### src/rtl/intr_pkg.sv
// Shared types and constants for the interrupt controller.
package intr_pkg;
  localparam int N_IRQ_DEF    = 8;
  localparam int MAX_NEST_DEF = 4;
  localparam logic [1:0] S_INC_INTR = 2'b10;

  typedef enum logic [1:0] {
    IDLE = 2'd0,
    ARM  = 2'd1,
    VECT = 2'd2
  } state_e;
endpackage

### src/rtl/intr_prio_enc.sv
// Lowest-set-bit one-hot encoder; bit 0 is the highest priority.
module intr_prio_enc #(
  parameter int W = 8
) (
  input  logic [W-1:0] req_i,
  output logic [W-1:0] onehot_o,
  output logic         valid_o
);
  assign onehot_o = req_i & (~req_i + W'(1));
  assign valid_o  = |req_i;
endmodule

### src/rtl/intr_ctrl.sv
// Interrupt controller: edge-detected pending, fixed-priority nesting, one-cycle vector at instruction boundary.
// Optional INTC_SYNC_EN adds a 2-flop synchronizer on irq ahead of edge detection.
module intr_ctrl
  import intr_pkg::*;
#(
  parameter  int N_IRQ    = N_IRQ_DEF,
  parameter  int MAX_NEST = MAX_NEST_DEF,
  localparam int DW       = $clog2(MAX_NEST + 1)
) (
  input  logic             clk,
  input  logic             reset,
  input  logic [N_IRQ-1:0] irq,
  input  logic             instr_end,
  input  logic             reti,
  input  logic             ei,
  input  logic             di,
  input  logic             mask_we,
  input  logic [N_IRQ-1:0] mask_wd,
  output logic [N_IRQ-1:0] intr,
  output logic             push,
  output logic             s_intr,
  output logic             take,
  output logic [N_IRQ-1:0] pending,
  output logic [N_IRQ-1:0] in_service,
  output logic [DW-1:0]    depth
);
  // States: IDLE no winner | ARM winner held, waiting for instr_end | VECT one-cycle vector
  state_e           state_q, state_d;
  logic [N_IRQ-1:0] irq_s, irq_q;
  logic [N_IRQ-1:0] pending_q, pending_d;
  logic [N_IRQ-1:0] in_service_q, in_service_d;
  logic [N_IRQ-1:0] mask_q, win_q, win_d;
  logic             gie_q, gie_d;
  logic [DW-1:0]    depth_q, depth_d;
  logic [N_IRQ-1:0] rise, eligible, svc_oh, below_svc, cand, win_oh;
  logic             svc_valid, win_valid, vect, reti_ok;
  logic [1:0]       s_inc;

`ifdef INTC_SYNC_EN
  logic [N_IRQ-1:0] sync1_q, sync2_q;
  always_ff @(posedge clk) begin
    if (reset) begin
      sync1_q <= '0;
      sync2_q <= '0;
    end else begin
      sync1_q <= irq;
      sync2_q <= sync1_q;
    end
  end
  assign irq_s = sync2_q;
`else
  assign irq_s = irq;
`endif

  assign rise     = irq_s & ~irq_q;
  assign eligible = (gie_q && (depth_q < DW'(MAX_NEST))) ? (pending_q & mask_q) : '0;

  intr_prio_enc #(.W(N_IRQ)) u_svc_enc (
    .req_i   (in_service_q),
    .onehot_o(svc_oh),
    .valid_o (svc_valid)
  );

  // Only levels strictly above the current in-service level may preempt.
  assign below_svc = svc_valid ? (svc_oh - N_IRQ'(1)) : '1;
  assign cand      = eligible & below_svc;

  intr_prio_enc #(.W(N_IRQ)) u_win_enc (
    .req_i   (cand),
    .onehot_o(win_oh),
    .valid_o (win_valid)
  );

  assign vect    = (state_q == VECT);
  assign reti_ok = instr_end & reti & ~vect & (depth_q != '0);

  always_comb begin
    state_d      = state_q;
    win_d        = win_q;
    in_service_d = in_service_q;
    depth_d      = depth_q;
    gie_d        = gie_q;
    case (state_q)
      IDLE: begin
        if (win_valid) begin
          win_d   = win_oh;
          state_d = ARM;
        end
      end
      ARM: begin
        if (!win_valid) begin
          state_d = IDLE;
        end else begin
          win_d = win_oh;
          if (instr_end && !reti) state_d = VECT;
        end
      end
      VECT:    state_d = IDLE;
      default: state_d = IDLE;
    endcase

    pending_d = (pending_q & ~(vect ? win_q : '0)) | rise;

    if (vect) begin
      in_service_d = in_service_q | win_q;
      depth_d      = depth_q + DW'(1);
    end else if (reti_ok) begin
      in_service_d = in_service_q & ~svc_oh;
      depth_d      = depth_q - DW'(1);
    end

    if (instr_end && di)      gie_d = 1'b0;
    else if (instr_end && ei) gie_d = 1'b1;
  end

  always_ff @(posedge clk) begin
    if (reset) begin
      state_q      <= IDLE;
      irq_q        <= '0;
      pending_q    <= '0;
      in_service_q <= '0;
      mask_q       <= '0;
      win_q        <= '0;
      gie_q        <= 1'b0;
      depth_q      <= '0;
    end else begin
      state_q      <= state_d;
      irq_q        <= irq_s;
      pending_q    <= pending_d;
      in_service_q <= in_service_d;
      if (mask_we) mask_q <= mask_wd;
      win_q        <= win_d;
      gie_q        <= gie_d;
      depth_q      <= depth_d;
    end
  end

  // Vector outputs decode from state; reset masks them so no push escapes in the reset cycle.
  assign s_inc      = (vect && !reset) ? S_INC_INTR : 2'b00;
  assign take       = (s_inc == S_INC_INTR);
  assign push       = take;
  assign s_intr     = take;
  assign intr       = take ? win_q : '0;
  assign pending    = pending_q;
  assign in_service = in_service_q;
  assign depth      = depth_q;
endmodule

### config.mk
export PLATFORM = sky130hd
export DESIGN_NAME = intr_ctrl
export DESIGN_NICKNAME = d
export VERILOG_FILES = /design/src/rtl/intr_pkg.sv /design/src/rtl/intr_prio_enc.sv /design/src/rtl/intr_ctrl.sv
export SDC_FILE = /design/constraint.sdc
export NUM_CORES = 1
export LEC_CHECK = 0
export CORE_UTILIZATION = 30
export DETAILED_ROUTE_END_ITERATION = 6
export SLEW_MARGIN = 10
export SYNTH_ARGS = -nofsm -noshare
export SYNTH_HDL_FRONTEND = slang
export SYNTH_SLANG_ARGS = --single-unit
export TNS_END_PERCENT = 30
### constraint.sdc
create_clock -name clk -period 1.8 [get_ports clk]
set_input_delay 0.27 -clock clk [delete_from_list [all_inputs] [get_ports clk]]
set_output_delay 0.27 -clock clk [all_outputs]
set_load 0.1 [all_outputs]
; Word-level counts from Yosys, hierarchy flattened
; Index checks and enable logic that the tools add are counted.
[word_totals]
regBits = 46
latch_bits = 0
ram_bits = 0
rom_bits = 0
in_bits = 23
wordCells = 66
mem_count = 0
[op_classes]
n_addsub = 5
n_mul = 0
div_mod_pow = 0
magnitude_cmp = 1
eq_ne = 5
shift = 0
mux = 13
bitwise_logic = 18
reduce_logical = 16
[ops]
columns = op, count
row1 = $and A8 B8 Y8, 7
row2 = $mux W8, 6
row3 = $not A8 Y8, 5
row4 = $add A8 B1 Y8 const B, 2
row5 = $or A8 B8 Y8, 2
row6 = $reduce_or A8 Y1, 2
row7 = $mux W2, 4
row8 = $sub A8 B1 Y8 const B, 1
row9 = $mux W3, 2
row10 = $logic_and A1 B1 Y1, 5
row11 = $eq A2 B2 Y1 const B, 2
row12 = $pmux W2 S2, 1
row13 = $reduce_and A2 Y1, 2
row14 = $reduce_or A2 Y1, 2
row15 = $add A3 B1 Y3 const B, 1
row16 = $and A1 B1 Y1, 3
row17 = $lt A3 B3 Y1 const B, 1
row18 = $ne A3 B3 Y1 const B, 1
row19 = $reduce_bool A3 Y1, 1
row20 = $sub A3 B1 Y3 const B, 1
row21 = $eq A2 B1 Y1 const B, 1
row22 = $logic_not A1 Y1, 2
row23 = $logic_not A2 Y1, 1
row24 = $ne A2 B2 Y1 const B, 1
row25 = 2 further kinds, 2

; Longest topological paths before layout
[logic_depth]
word_depth = 9
ltp_mapped = 7
ltp_nobuf = 7

; Cells and area by module
; Synthesis repeated with hierarchy kept, for this count alone.
[unflattened]
hier_cells = 257
area_unflattened_um2 = 2155.8
[modules_own_cells]
columns = module, instances, cells_each, area_per_inst_um2
row1 = intr_ctrl, 1, 233, 1963.1
row2 = intr_prio_enc, 2, 12, 96.3

; Worst setup path after synthesis
; Ideal clock, no wire load.
[synth_timing]
path_type = register -> register
start = reg state_q[1]
end = reg in_service_q[0], in the netlist in_service[0]
setup_ns = 0.061
arrival_ns = 3.229
required_time_ns = 1.739
slack_ns = -1.490
path_stages_with_launch = 6
path_cell_list = dfxtp_1 -> nor2b_1 -> inv_2 -> nor2_1 -> and2_1 -> o21a_1
[synth_between]
elab_chain_cells = 5
[synth_rtl]
columns = item, line_no
row1 = "start, declared", intr_ctrl.sv:28  ; state_e state_q, state_d;
row2 = "start signal, assigned", intr_ctrl.sv:127  ; state_q <= state_d;
row3 = $eq A2 B2 Y1 (*), intr_ctrl.sv:74  ; assign vect = (state_q == VECT);
row4 = $not A1 Y1, intr_ctrl.sv:75  ; assign reti_ok = instr_end & reti & ~vect & (depth_q != '0);
row5 = $and A1 B1 Y1 (2 in a row), intr_ctrl.sv:75
row6 = $reduce_bool A2 Y1 (no line), -
row7 = "end signal, assigned", intr_ctrl.sv:130  ; in_service_q <= in_service_d;
row8 = "end, declared", intr_ctrl.sv:31  ; logic [N_IRQ-1:0] in_service_q, in_service_d;
; Every way passes the cells marked *; elsewhere a longest branch is shown, timed or not.
; A chain may end at the register's enable or synchronous reset.

; Final worst setup path
[layout_timing]
start = reg in_service_q[0], in the netlist in_service[0]
end = reg win_q[3]
[layout_between]
elab_chain_cells = 9
[layout_rtl]
columns = item, line_no
row1 = $not A8 Y8, intr_prio_enc.sv:9  ; assign onehot_o = req_i & (~req_i + W'(1));
row2 = $add A8 B1 Y8, intr_prio_enc.sv:9
row3 = $and A8 B8 Y8, intr_prio_enc.sv:9
row4 = $sub A8 B1 Y8, intr_ctrl.sv:65  ; assign below_svc = svc_valid ? (svc_oh - N_IRQ'(1)) : '1;
row5 = $mux W8 (*), intr_ctrl.sv:65
row6 = $and A8 B8 Y8 (*), intr_ctrl.sv:66  ; assign cand = eligible & below_svc;
row7 = $not A8 Y8, intr_prio_enc.sv:9
row8 = $add A8 B1 Y8, intr_prio_enc.sv:9
row9 = $and A8 B8 Y8, intr_prio_enc.sv:9
row10 = "end signal, assigned", intr_ctrl.sv:132  ; win_q <= win_d;
row11 = "end, declared", intr_ctrl.sv:32  ; logic [N_IRQ-1:0] mask_q, win_q, win_d;
; Marks and branches as above.

==> results.ini <==
[run_status]
status=finished with violations
violations=negative setup slack

[sta]
setup_ws_ns=-0.03732
holdWs_ns=0.3594
setup_viol=4
slew_violations=0
worst_pin_slew_ns=0.4332
fin_skew_ns=0.003528
relSlewSlack_pct=71.02
fin_crit_sh_pct=102.1
fin_crit_ns=1.837
hold_viol_final=0
fmax_mhz=544.3
rsz0062_at_grt=true

[route]
drt-total-wl_mm=5.254
wire_per_inst_um=13.65
ant_nets=0
drc_errors=0
vias=1835
drt_iter0_markers=68
avgViaCountPerCell=4.766
firstDrtPassIters=4

[synth]
seq_area_frac_synth_pct=45.97
synth_edf_count=0
synthCells=226
syn-cell-area_um2=2003
synth_top_area_share_pct=45.97
synth_area_leaders=dfxtp_1 (46%), nor2b_1 (5.3%), a21oi_1 (4.7%), mux2i_1 (4.0%), nand2_1 (3.9%)
syn-num-nets=250
ys_warn_count=0
synth_top_cell_by_area=dfxtp_1
synth_ff_type=dfxtp_1
syn_avg_cell_area_um2=8.864
ys_ff_latch=46
async_reset_ff_share_pct=0
synth_cell_types=44

[clock_network]
clk_path_buf_depth=2
worstSkewPairLatency_ns=0.30
clkSinkCount=46
clkTransAtPathRegs_ns=0.08
hold_buffers=0
cts_tree=yes
root_buffer=clkbuf_8
cts-buffers-inserted=5
htreeDepth=2

[placed_design]
hpwl_mm=3.917
placedCellCount=376
place_area_um2=3117
numPortBuffers=52
globalplace.congestion=0.7964

[grt]
grt_max_degree=29
grt_pass1_wl_mm=8.901
grt_pass1_vias=1857
grtUsageTotal_pct=16.18
overflow=0
antenna_found_initial=0

[finish]
final_area_um2=3284
finalNonFillerCells=385
nets=331
areaGrowthSynthToFinish_pct=63.96
drive_gt1_share_pct=36.36
antenna_cells=0

[critical_path]
cp_max_fo=7
critPathLaunchType=flip-flop
crit_type=reg2reg
required_ns=1.98
crit_arrival_ns=2.01
critPathCaptureType=flip-flop

[pwr]
p_clk_share_pct=31.5
p_leak_uw=0.001298
power_frac_seq_pct=52.7
pwr_density_cell_nw_per_um2=623.7
netSwitchingFraction_pct=26.65
power.switching_uw=545.9
intPower_uw=1503
combPwrFrac_pct=15.9
vdd_drop_max_uv=327.8

[run]
cap_violations=0

[die]
start_util_pct=31.37
die_w_um=83.72
row_count=29
io_pins=53
die_y_um=83.72
core_area_um2=6386
die_area_um2=7008

[worst_hold_path]
min_path_type=in2reg

state kept, by name, summed over array words and instances (netlist names):
| register | count |
|---|---|
| depth | 3 |
| pending | 8 |
| irq_q | 8 |
| state_q | 2 |
| mask_q | 8 |
| win_q | 8 |
| gie_q | 1 |
| in_service | 8 |
cells in the final DEF (no fill, tap or decap), drive strengths merged, types with 7 or more instances in the layout:
master / synthesis / routed
buf: 7 / 66
dfxtp: 46 / 46
nand2: 21 / 21
clkdlybuf4s50: 0 / 21
nor2: 21 / 21
a21oi: 19 / 19
nor2b: 17 / 17
mux2i: 8 / 8
a211oi: 8 / 8
nor3: 8 / 8
clkbuf: 6 / 7
path summary, 6_finish.rpt:
check / to / start / slack, ns / depth (start not counted)
min: depth[0]$_SDFFE_PP0P_ / reset / 0.36 / 2
min reg2reg: pending[1]$_SDFF_PP0_ / irq_q[1]$_SDFF_PP0_ / 0.48 / 2
max: win_q[3]$_SDFFE_PP0P_ / in_service[0]$_SDFFE_PP0P_ / -0.04 / 6
max reg2reg: win_q[3]$_SDFFE_PP0P_ / in_service[0]$_SDFFE_PP0P_ / -0.04 / 6
cells by family (layout without fill, tap and decap cells):
| logic type | after synthesis | after routing | synth area share (%) |
|---|---|---|---|
| and+or+nand+nor | 111 | 111 | 30.92 |
| adders and majority gates | 1 | 1 | 0.9994 |
| buffers and inverters | 19 | 101 | 4.372 |
| muxes | 8 | 8 | 3.998 |
| AOI/OAI and AO/OA | 39 | 39 | 12.87 |
| xor gates and xnor gates | 2 | 2 | 0.8746 |
| DFF | 46 | 46 | 45.97 |
through the flow:
stage	setup slack, ns	total power [uW]	util [%]	setup TNS, ns
final	-0.03732	2048	51.43	-0.1024
after global routing	-0.1223	2133	51.43	-0.7794
after CTS	-0.001267	2068	50.76	-0.002280
after detailed placement	-0.2169	1424	48.80	-1.817
after global placement	-0.2008	1421	48.80	-1.618
after floorplan	-0.2469	1283	-	-2.755
worst max-delay path: stages, from the launching register on:
cell and delay, ns:
dfxtp_4 0.34, or4b_4 0.58, a2111oi_4 0.38, buf_4 0.19
nor3b_1 0.04, nand3_1 0.09, o211ai_1 0.08
power groups by stage:
stage,sequential [uW],combinational [uW],clock [uW]
floorplan,1190,88.6,0
global placement,1100,319,0
detailed placement,1100,321,0
CTS,1080,326,663
global route,1080,346,703
finish,1080,325,645
Yosys cell counts (all sizes together) (3+ instances only):
master / n
nand3b: 5
inv: 6
nor3b: 4
o21ai: 4
a211oi: 8
mux2i: 8
dfxtp: 46
or4: 3
buf: 7
nand3: 6
clkbuf: 6
nand2: 21
or3: 3
and2: 5
nor2: 21
nand2b: 4
nor3: 8
nor4: 4
nor2b: 17
a21oi: 19
routing by layer:
metal	global-route usage [%]	share of wire, %
met2	26.31	46
met1	20.96	48
met3	2.967	3.6
met4	6.934	1.6
met5	0	0
layout make-up:
type                            count  area (um2)
Fill cell                         597        3102
Multi-Input combinational cell    161        1114
Timing Repair Buffer               87        1015
Sequential cell                    46       943.4
Tap cell                           77       96.34
Clock buffer                        7       86.33
Inverter                            6       25.02
Clock inverter                      1       5.005
repair_timing:
| action | CTS | global route |
|---|---|---|
| pin swaps | 4 | 7 |
| gates resized for setup | 7 | 7 |
| endpoints found under the setup margin | 14 | 21 |
| setup buffers | 0 | 1 |
Note: power is estimated with default switching activity, not from simulation.
